**config.mk**
```make
export PLATFORM = sky130hd
export DESIGN_NAME = serial_sub
export DESIGN_NICKNAME = d
export VERILOG_FILES = /design/src/rtl/serial_sub.sv
export SDC_FILE = /design/constraint.sdc
export NUM_CORES = 1
export LEC_CHECK = 0
export BUFFER_PORTS_ARGS = -buffer_cell sky130_fd_sc_hd__buf_2
export CORE_MARGIN = 2
export CORE_UTILIZATION = 30
export DETAILED_ROUTE_END_ITERATION = 6
export REMOVE_ABC_BUFFERS = 1
export SLEW_MARGIN = 15
export SYNTH_ARGS = -nofsm -noshare
export SYNTH_HDL_FRONTEND = slang
export SYNTH_SLANG_ARGS = --single-unit
```
**constraint.sdc**
```tcl
create_clock -name clk -period 4.1 [get_ports clk]
set_clock_uncertainty 0.2 [all_clocks]
set_input_delay 0.615 -clock clk [delete_from_list [all_inputs] [get_ports clk]]
set_output_delay 0.615 -clock clk [all_outputs]
set_load 0.02 [all_outputs]
```
**src/rtl/serial_sub.sv**
```systemverilog
// Bit-serial unsigned subtractor: Diff = A - B over WIDTH bits, one bit per clock, LSB first.
// Operands are captured on an accepted start; Diff/Bout update only at completion, with a one-cycle done.
module serial_sub #(
  parameter int WIDTH = 8
) (
  input  logic             clk,
  input  logic             rst_n,
  input  logic             start,
  input  logic [WIDTH-1:0] A,
  input  logic [WIDTH-1:0] B,
  output logic [WIDTH-1:0] Diff,
  output logic             Bout,
  output logic             busy,
  output logic             done
);

  localparam int CW = $clog2(WIDTH);

  typedef enum logic [1:0] {
    S_IDLE  = 2'd0,
    S_SHIFT = 2'd1,
    S_DONE  = 2'd2
  } state_t;

  state_t           r_state;
  state_t           w_state_next;
  logic [WIDTH-1:0] r_a_sr;
  logic [WIDTH-1:0] r_b_sr;
  logic [WIDTH-1:0] r_work;
  logic [WIDTH-1:0] r_diff;
  logic             r_borrow;
  logic             r_bout;
  logic [CW-1:0]    r_count;

  logic             w_accept;
  logic             w_last;
  logic             w_a;
  logic             w_b;
  logic             w_d;
  logic             w_borrow_next;
  logic [WIDTH-1:0] w_work_next;

  assign w_last        = (r_count == CW'(WIDTH - 1));
  assign w_a           = r_a_sr[0];
  assign w_b           = r_b_sr[0];
  assign w_d           = w_a ^ w_b ^ r_borrow;
  assign w_borrow_next = (~w_a & w_b) | (~(w_a ^ w_b) & r_borrow);
  assign w_work_next   = {w_d, r_work[WIDTH-1:1]};

  always_ff @(posedge clk or negedge rst_n) begin
    if (!rst_n) begin
      r_state <= S_IDLE;
    end else begin
      r_state <= w_state_next;
    end
  end

  // start is only honoured while not busy (IDLE or the DONE cycle)
  always_comb begin
    w_state_next = r_state;
    w_accept     = 1'b0;
    case (r_state)
      S_IDLE: begin
        if (start) begin
          w_state_next = S_SHIFT;
          w_accept     = 1'b1;
        end
      end
      S_SHIFT: begin
        if (w_last) begin
          w_state_next = S_DONE;
        end
      end
      S_DONE: begin
        if (start) begin
          w_state_next = S_SHIFT;
          w_accept     = 1'b1;
        end else begin
          w_state_next = S_IDLE;
        end
      end
      default: begin
        w_state_next = S_IDLE;
      end
    endcase
  end

  always_ff @(posedge clk or negedge rst_n) begin
    if (!rst_n) begin
      r_a_sr   <= '0;
      r_b_sr   <= '0;
      r_work   <= '0;
      r_borrow <= 1'b0;
      r_count  <= '0;
      r_diff   <= '0;
      r_bout   <= 1'b0;
    end else if (w_accept) begin
      r_a_sr   <= A;
      r_b_sr   <= B;
      r_work   <= '0;
      r_borrow <= 1'b0;
      r_count  <= '0;
    end else if (r_state == S_SHIFT) begin
      r_a_sr   <= r_a_sr >> 1;
      r_b_sr   <= r_b_sr >> 1;
      r_work   <= w_work_next;
      r_borrow <= w_borrow_next;
      r_count  <= r_count + 1'b1;
      // The published result includes this cycle's bit and borrow
      if (w_last) begin
        r_diff <= w_work_next;
        r_bout <= w_borrow_next;
      end
    end
  end

  assign Diff = r_diff;
  assign Bout = r_bout;
  assign busy = (r_state == S_SHIFT);
  assign done = (r_state == S_DONE);

endmodule
```
==> results of run 1 <==
[where the power goes]
group	leakage [nW]	switching, W	internal [W]
Combinational	0.419	0.000278	0.000237
Clock	0.0714	0.000130	0.000260
Sequential	0.469	0.000121	0.000542
Total	0.959	0.000529	0.00104
[metrics by stage]
step / setup WS [ps] / util (%) / hold slack [ps] / power (W) / instance area [µm²]
3_3_place_gp: 1879 / 35.01 / 269.1 / 0.001172 / 1788
4_1_cts: 1484 / 37.80 / 249.9 / 0.001584 / 1931
3_5_place_dp: 1806 / 35.01 / 276.2 / 0.001194 / 1788
2_1_floorplan: 2244 / - / 119.4 / 0.001017 / 1555
5_1_grt: 1373 / 37.80 / 293.8 / 0.001671 / 1931
6_report: 1484 / 37.80 / 221.7 / 0.001568 / 1931
[layout make-up]
| type | instances | area, µm² |
|---|---|---|
| Fill cell | 518 | 3177 |
| Multi-Input combinational cell | 71 | 544.3 |
| Clock inverter | 2 | 60.06 |
| Timing Repair Buffer | 29 | 145.1 |
| Sequential cell | 38 | 950.9 |
| Tap cell | 70 | 87.58 |
| Clock buffer | 6 | 82.58 |
| Inverter | 16 | 60.06 |
[worst reg2reg max path, stage by stage, from the launching register on]
cell and delay, ps:
dfrtp_1 540, nor2_1 330, a21o_1 570, mux2_2 280
[routing by layer]
| layer | global-route usage (%) | up-vias | part of all wire, % |
|---|---|---|---|
| met4 | 3.273 | 0 | 0.61 |
| met1 | 15.99 | 503 | 52 |
| li1 | - | 529 | - |
| met3 | 4.588 | 2 | 5.3 |
| met5 | 0 | - | 0 |
| met2 | 15.44 | 31 | 42 |
[placed cells by master (no fill, tap or decap), types with 2 or more instances in the layout]
cell       count
a211oi_1       2
a21oi_1       14
a22o_1        12
buf_2         29
bufinv_16      2
clkbuf_8       6
dfrtp_1       38
ha_1           2
inv_1         14
inv_2          2
mux2_1        11
mux2i_1        2
nand2_1        2
nand2b_1       2
nor2b_1        4
o21ai_1        2
o22ai_1       12
[state kept, by name, summed over array words and instances, names as in the netlist]
signal    count
Diff          8
r_a_sr        8
r_b_sr        8
r_work        7
r_count       3
r_state       2
Bout          1
r_borrow      1
[how the worst min path moves through the flow]
stage	endpoint	slack, ps	depth (start not counted)
floorplan	Bout$_DFFE_PN0P_	120	0
global placement	Diff[1]$_DFFE_PN0P_	270	1
detailed placement	Diff[0]$_DFFE_PN0P_	280	1
CTS	r_count[1]$_DFFE_PN0P_	250	1
global route	Diff[2]$_DFFE_PN0P_	290	1
finish	r_a_sr[0]$_DFFE_PN0P_	220	1
[kinds of logic after synthesis]
logic type      Yosys count  share of synthesized area [%]
flops                    38                          59.65
mux                      14                          9.733
fa+ha+maj                 3                          2.826
compound gates           44                          18.05
buf+inv                  23                          6.201
simple gates             10                          3.532
==> key figures, run 1 <==
Die
  – Die area: just under 6000 µm²
  – FP Rows: 26
  – Die W: 76.90 µm
  – Chip height: 76.90 µm
  – Starting Density: 31.21%
  – IO Count: 30
  – Core outline area: between 5000 and 6000 µm²

Route
  – Detail Route Antenna Nets: 0
  – Via/cell ratio: around 4.6
  – Routed length per instance: about 13 µm
  – Routed WL: around 3100 µm
  – # DRC: 0
  – Via count: between 1000 and 1500
  – Iter 0 DRT Violations: 52
  – Pre-antenna DRT Iters: 4

Clocking
  – H-tree depth: 2
  – Clock Tree Buf Depth: 2
  – TritonCTS buffer count: 5
  – Setup bufs post-CTS: 0
  – Post-cts resize count: 0
  – # clock sinks: 38
  – Hold_buf cts: 0
  – Clock-pin slew on the worst setup and hold paths: around 80 ps
  – Root Driver: clkbuf_8
  – CTS tree: built
  – Clock Latency Late Sink: ~280 ps

Yosys
  – Area leader, netlist: dfrtp_1
  – Synth Instances: 132
  – Post-synthesis cell type count: 23
  – Synthesized area: approximately 1600 µm²
  – Warnings, synthesis: 0
  – Post-synthesis register bit count: 38
  – Synth top area share: between 50% and 60%
  – Top-count cell post-synth: dfrtp_1
  – Async set-or-reset flop fraction in the synthesized netlist: between 90% and 100%
  – Average cell area after synthesis: 12.08 µm²
  – Seq/Total Area, Yosys: between 50% and 60%
  – Ys flop type: dfrtp_1
  – Post-synth top cells: dfrtp_1, a21oi_1, inv_1
  – Number of flops mapped to enable cells by yosys: 0
  – Synth top area cells: dfrtp_1, mux2_1, a22o_1

STA
  – Worst slew pin tran: approximately 800 ps
  – Relative slew margins: between 40% and 50%
  – Period utilisation layout: a little under two thirds
  – Fmax: 0.3823 GHz
  – TNS Setup: 0 ps
  – Final Critical Period: between 2000 and 3000 ps
  – RSZ-0062 raised after global routing: false
  – Final Max Tran Viols: 0
  – Final Hold Vio Count: 0
  – Setup violators final: 0

Placed design
  – Placed cell count: around 220
  – Final Wtd Congestion: about 0.75
  – HPWL Detailed: 2121 µm
  – IO Port Bufs: 29

Setup path
  – Worst Setup Start Kind: register
  – Setup crit end: busy
  – Worst path bufs/invs: 2
  – Critical path class: register to output pin
  – Worst R2R Start: r_state[0]$_DFFE_PN0P_
  – CP max stage delay: slightly above 600 ps
  – Sequence of cells on the critical path: nand2b_1 -> inv_2 -> buf_2
  – CP max stage cell: dfrtp_1
  – Crit Path Max Fanout: 15
  – Crit path max-delay family: flip-flops
  – Flop-to-flop setup slack: about 2100 ps
  – Crit path arrival time: between 1500 and 2000 ps
  – Reg2reg path depth: 3
  – Worst Setup End Kind: output pin
  – Reg2reg end: r_count[0]$_DFFE_PN0P_
  – CP Launch Point: r_state[0]$_DFFE_PN0P_
  – Crit. path cell count: 3
  – CP Data Required Time: 3280 ps

GRT
  – Initial antenna violation count: 0
  – Global-route wire length before repair: slightly above 5000 µm
  – Total Routing Usage GR: 11.20%
  – Grt ovf: 0
  – Largest net degree at the start of global routing: 39
  – Vias in the first global route: around 1000

Final layout
  – Post-layout nets: between 150 and 200
  – Cell Count, Final, Fillers Out: 232
  – # diodes: 0
  – Share of cells above drive strength 1: between 20% and 30%
  – P&R area growth vs syn: 21.11%

Run
  – Max-capacitance violation count: 0

Run status
  – Status: finished, final reports clean

Hold path
  – Worst Hold Class: input port to asynchronous set/reset pin

Power and ir drop
  – Static leakage: about 0.96 nW
  – Peak supply drop: approximately 0.00028 V
  – Pwr Density: between 800 and 900 nW/µm²
(Power assumes the default switching activity.)
==> run 2: changes to the inputs <==
ABC_AREA = 1   (was default)
clock period = 2.4 ns   (was 4.1 ns; I/O delays follow)
==> run 2 against run 1 <==
  * Sequential power rose by 65%
  * Die area rose by 2.4%
  * Critical path type unchanged
  * Clock power rose by 36%
  * Highest routed layer unchanged
  * Synthesized cell count rose by 42%
  * Clock-buffer cell count fell by 1
  * The flow now finishes with violations (negative hold slack)
  * Global-route usage rose by 0.61 points
==> key figures, run 2 <==
GRT
  – Global-route wire length before repair: 5561 µm
  – Vias in the first global route: ~1200
  – Grt ovf: 0
  – Total Routing Usage GR: between 10% and 20%
  – Initial antenna violation count: 0
  – Largest net degree at the start of global routing: 39

Yosys
  – Compound-Gate Fraction of Synth Area: less than 1%
  – Synthesized area: 1635 µm²
  – Post-synthesis simple-gate area fraction: approximately a third
  – Average cell area after synthesis: about 8.7 µm²
  – Synth top area share: 58.15%
  – Post-synthesis mux area share: 0%
  – Xor and xnor area share after synthesis: 0%
  – Synth top area cells: dfrtp_1, nand2_1, nand3_1
  – Synth Instances: 187
  – Largest family of logic cells by synthesized area: simple AND/OR/NAND/NOR gates
  – Async set-or-reset flop fraction in the synthesized netlist: 100.0%
  – Post-synthesis cell type count: 14
  – Post-synthesis register bit count: 38
  – Post-synth top cells: nand2_1, nand3_1, dfrtp_1
  – Ys flop type: dfrtp_1
  – Warnings, synthesis: 0
  – Top-count cell post-synth: nand2_1
  – Number of flops mapped to enable cells by yosys: 0
  – Seq/Total Area, Yosys: 58.15%
  – Post-Synth Adder-Cell Area: under 10%
  – Area leader, netlist: dfrtp_1

Hold path
  – Worst Hold Class: input port to asynchronous set/reset pin

Route
  – Routed length per instance: ~11 µm
  – Via count: about 1300
  – Pre-antenna DRT Iters: 4
  – Detail Route Antenna Nets: 0
  – Via/cell ratio: 4.507
  – Iter 0 DRT Violations: 61
  – # DRC: 0
  – Routed WL: between 3000 and 4000 µm

Final layout
  – Most common cell after layout, fill and taps aside: nand2_1
  – Final instance area: between 1500 and 2000 µm²
  – Multi-input gate area: 606.8 µm²
  – P&R area growth vs syn: 19.36%
  – Share of cells above drive strength 1: about a fifth
  – Sequential cell area: ~950 µm²
  – # diodes: 0
  – Fillers: ~530
  – Commonest cells after routing, fill and taps aside: nand2_1, nand3_1, dfrtp_1
  – Post-layout nets: 241

Setup path
  – CP Data Required Time: ~1800 ps
  – CP Launch Point: r_state[0]$_DFFE_PN0P_
  – Reg2reg end: Diff[7]$_DFFE_PN0P_
  – Crit Path Max Fanout: 17
  – Reg2reg path depth: 5
  – Worst Setup End Kind: output pin
  – Critical path class: register to output pin
  – Setup crit end: busy
  – Worst Setup Start Kind: register
  – Flop-to-flop setup slack: 830 ps
  – Crit path arrival time: about 1400 ps
  – Worst R2R Start: r_state[0]$_DFFE_PN0P_

Placed design
  – HPWL Detailed: approximately 2100 µm
  – Final Wtd Congestion: about 0.74
  – IO Port Bufs: 29
  – Placed Area: 1843 µm²

Die
  – Starting Density: between 30% and 40%
  – Chip height: a little under 80 µm
  – Die W: between 70 and 80 µm
  – FP Rows: 26
  – Die area: 6058 µm²
  – Core outline area: between 5000 and 6000 µm²
  – IO Count: 30

STA
  – Worst hold slack: -21.87 ps
  – Final Max Tran Viols: 0
  – Worst slew pin tran: around 860 ps
  – Setup violators final: 0
  – Period utilisation layout: slightly above 80%
  – RSZ-0062 raised after global routing: false
  – Final Hold Vio Count: 38
  – Final Critical Period: around 2000 ps
  – Relative slew margins: a little over two fifths
  – TNS Setup: 0 ps
  – Fmax: 0.5124 GHz

Power and ir drop
  – Peak supply drop: a little over 0.0005 V
  – Internal: about 0.0016 W
  – Combinational power share: between 30% and 40%
  – Psw: between 0.001 and 0.0015 W
  – Pwr Density: approximately 1300 nW/µm²
  – Static leakage: around 1.0 nW
  – Sw frac: between 30% and 40%
  – Seq pwr share: between 40% and 50%
  – Clock share of power: 20.1%

Clocking
  – Root Driver: clkbuf_8
  – Clock-pin slew on the worst setup and hold paths: roughly 80 ps
  – H-tree depth: 2
  – Setup bufs post-CTS: 0
  – TritonCTS buffer count: 5
  – Clock Latency Late Sink: 290 ps
  – # clock sinks: 38
  – Hold_buf cts: 0
  – Clock Tree Buf Depth: 2
  – Post-cts resize count: 0
  – CTS tree: built

Run
  – Max-capacitance violation count: 0

Run status
  – Failing checks: negative hold slack
  – Status: finished, violations left
[run 2: worst min path at each step]
stage / start / cells past startpoint / slack (ps) / endpoint
2_1_floorplan: rst_n / 0 / -140 / Bout$_DFFE_PN0P_
4_1_cts: rst_n / 1 / 8 / Diff[0]$_DFFE_PN0P_
6_report: rst_n / 1 / -20 / r_work[1]$_DFFE_PN0P_
5_1_grt: rst_n / 1 / 50 / Diff[1]$_DFFE_PN0P_
3_3_place_gp: Bout$_DFFE_PN0P_ / 2 / 260 / Bout$_DFFE_PN0P_
3_5_place_dp: Diff[4]$_DFFE_PN0P_ / 2 / 260 / Diff[4]$_DFFE_PN0P_
[run 2: critical path, cell delays in order (launching register included)]
cell	delay (ps)
dfrtp_1	420
inv_1	110
nor2_4	330
buf_2	240
[run 2: cell type report]
type,instances,area share (%)
Clock buffer,5,3.526
Clock inverter,3,2.051
Inverter,8,1.538
Multi-Input combinational cell,134,31.09
Sequential cell,38,48.72
Tap cell,70,4.487
Timing Repair Buffer,32,8.590
[run 2: through the flow]
stage,power (W),hold WS (ps),setup WS [ps],util [%],cells
after floorplan,0.001793,-135.6,875.3,-,180
after global placement,0.002101,255.2,786.0,35.63,282
after detailed placement,0.002129,259.7,759.0,35.63,282
after CTS,0.002672,8.294,431.2,37.74,290
after global routing,0.002862,46.05,347.6,37.74,290
final,0.002627,-21.87,448.5,37.74,290
[run 2: kinds of logic (layout without fill, tap and decap cells)]
| group | count (synthesis) | count (layout) |
|---|---|---|
| simple gates | 128 | 128 |
| flops | 38 | 38 |
| compound gates | 3 | 3 |
| fa+ha+maj | 3 | 3 |
| buf+inv | 15 | 48 |
[run 2: power by group through the flow]
| stage | clock (W) | combinational [W] | sequential (W) |
|---|---|---|---|
| global placement | 0 | 0.00101 | 0.00110 |
| global route | 0.000581 | 0.00115 | 0.00113 |
| finish | 0.000528 | 0.00101 | 0.00109 |
| CTS | 0.000547 | 0.00103 | 0.00110 |
| detailed placement | 0 | 0.00102 | 0.00111 |
| floorplan | 0 | 0.000630 | 0.00116 |
[run 2: routing by layer]
metal	wire (µm)	track usage [%]
met4	13	4.821
met5	0	0
met3	202	3.605
met1	1546	15.55
met2	1542	18.02
==> run 3: changes to the inputs <==
ABC_AREA = 0   (was 1)
clock period = 1.6 ns   (was 2.4 ns; I/O delays follow)
==> run 3 against run 2 <==
  * The run ends with negative setup slack left
  * First-iteration DRC count shrank 66%
  * Largest cell class unchanged
  * Flip-flop and latch count is the same
  * Register-to-register slack got worse by 870 ps
  * Worst setup slack worse by 490 ps
  * Highest routed layer unchanged
  * Sequential power rose by 53%
  * Total power rose by 56%
  * Clock-buffer cell count rose by 2
  * Final area rose by 12%
==> key figures, run 3 (same netlist as run 1, synthesis figures left out) <==
Run status
  – Status: finished, violations left
  – Failing checks: negative setup slack

Route
  – Via count: about 1200
  – Routed length per instance: between 10 and 15 µm
  – Pre-antenna DRT Iters: 4
  – Detail Route Antenna Nets: 0
  – Iter 0 DRT Violations: 21
  – Routed WL: approximately 3300 µm
  – Via/cell ratio: approximately 4.6
  – # DRC: 0

STA
  – Setup violators final: 8
  – Final Hold Vio Count: 0
  – Final worst slack: -40.02 ps
  – Final Max Tran Viols: 0
  – Period utilisation layout: 102.5%
  – Final Critical Period: 1640 ps
  – Relative slew margins: ~68%
  – Worst slew pin tran: 474.5 ps
  – Fmax: slightly above 0.6 GHz
  – RSZ-0062 raised after global routing: true

Setup path
  – Worst Setup End Kind: register
  – Crit path arrival time: 1610 ps
  – CP max stage cell: dfrtp_1
  – CP max stage delay: 390 ps
  – CP Data Required Time: 1570 ps
  – Crit Path Max Fanout: 9
  – Critical path class: register to register
  – Worst Setup Start Kind: register
  – Worst path bufs/invs: 1
  – Sequence of cells on the critical path: ha_2 -> ha_4 -> nand3b_1 -> buf_12 -> mux2_4
  – Crit path max-delay family: flip-flops

Power and ir drop
  – Sw frac: a little over a third
  – Peak supply drop: 0.0008064 V
  – Static leakage: around 1.1 nW
  – Combinational power share: a little over two fifths
  – Internal: 0.002683 W
  – Clock share of power: ~16%
  – Psw: roughly 0.0014 W
  – Pwr Density: 1876 nW/µm²
  – Seq pwr share: between 40% and 50%

Run
  – Max-capacitance violation count: 0

Clocking
  – # clock sinks: 38
  – Clock Tree Buf Depth: 2
  – CTS tree: built
  – TritonCTS buffer count: 5
  – Clock Latency Late Sink: a little under 300 ps
  – H-tree depth: 2
  – Root Driver: clkbuf_8
  – Clock-pin slew on the worst setup and hold paths: 70 ps

Die
  – IO Count: 30
  – Die W: approximately 77 µm
  – Die area: around 5900 µm²
  – Chip height: just under 80 µm
  – Starting Density: between 30% and 40%
  – Core outline area: a little over 5000 µm²
  – FP Rows: 26

GRT
  – Total Routing Usage GR: roughly 12%
  – Grt ovf: 0
  – Initial antenna violation count: 0
  – Vias in the first global route: approximately 1200
  – Global-route wire length before repair: roughly 5700 µm
  – Largest net degree at the start of global routing: 39

Final layout
  – Final instance area: around 2200 µm²
  – Post-layout nets: 209
  – Commonest cells after routing, fill and taps aside: dfrtp_1, buf_2, buf_4
  – # diodes: 0
  – Most common cell after layout, fill and taps aside: dfrtp_1
  – Share of cells above drive strength 1: roughly two fifths
  – P&R area growth vs syn: 37.44%

Placed design
  – Pre-CTS WS: -80.05 ps
  – Final Wtd Congestion: about 0.7
  – IO Port Bufs: 29
  – Placed Area: 1933 µm²
  – HPWL Detailed: roughly 2100 µm

Hold path
  – Worst Hold Class: input port to register
run 3: power groups by stage:
stage / Combinational [W] / Clock (W) / Sequential (W)
global placement: 0.00153 / 0 / 0.00167
floorplan: 0.000862 / 0 / 0.00174
CTS: 0.00172 / 0.000701 / 0.00167
global route: 0.00196 / 0.000744 / 0.00172
finish: 0.00176 / 0.000675 / 0.00167
detailed placement: 0.00155 / 0 / 0.00167
run 3: worst paths after layout:
kind                                              from  cells after the start                     end  slack [ps]
worst max-delay path            r_count[0]$_DFFE_PN0P_                      5     Diff[6]$_DFFE_PN0P_         -40
worst min-delay path                              A[4]                      3   r_a_sr[4]$_DFFE_PN0P_          20
worst max register to register  r_count[0]$_DFFE_PN0P_                      5     Diff[6]$_DFFE_PN0P_         -40
worst min register to register        Bout$_DFFE_PN0P_                      2        Bout$_DFFE_PN0P_         290
max in group asynchronous                        rst_n                      3  r_state[0]$_DFFE_PN0P_         500
min in group asynchronous                        rst_n                      3   r_a_sr[2]$_DFFE_PN0P_         350
run 3: stage by stage:
step	power, W	instances	hold WS, ps	TNS, ps	util, %
after global placement	0.003199	240	119.4	-357.3	37.85
after detailed placement	0.003227	240	121.0	-534.9	37.85
after floorplan	0.002607	125	-255.6	-1271	-
after global routing	0.004420	258	19.62	-402.8	42.90
after CTS	0.004088	257	8.488	-266.1	41.99
final	0.004110	258	15.51	-257.4	42.90
run 3: cell type report:
cell class / count / area (µm²)
timing repair buffer: 55 / 400.4
multi-input combinational: 71 / 599.3
fill: 505 / 2917
clock buffer: 7 / 86.33
inverter: 16 / 60.06
tap: 70 / 87.58
sequential: 38 / 952.2
clock inverter: 1 / 5.005
run 3: worst min-delay path, stage by stage:
cell and delay, ps:
buf_2 80, o22ai_1 50, a21oi_1 100
run 3: timing repair:
item                                    4_1_cts  5_1_grt
endpoints found under the hold margin        40        0
hold buffers                                  3        0
setup buffers                                 6        1
resized for setup                            12       11
endpoints found under the setup margin       11       16
pin swaps                                     1        0
run 3: metal layers:
metal	up-vias	track usage, %	part of all wire (%)
met3	5	3.765	5.1
met1	581	16.77	50
met4	0	4.909	1.2
met5	-	0	0
met2	29	17.63	44
li1	579	-	-
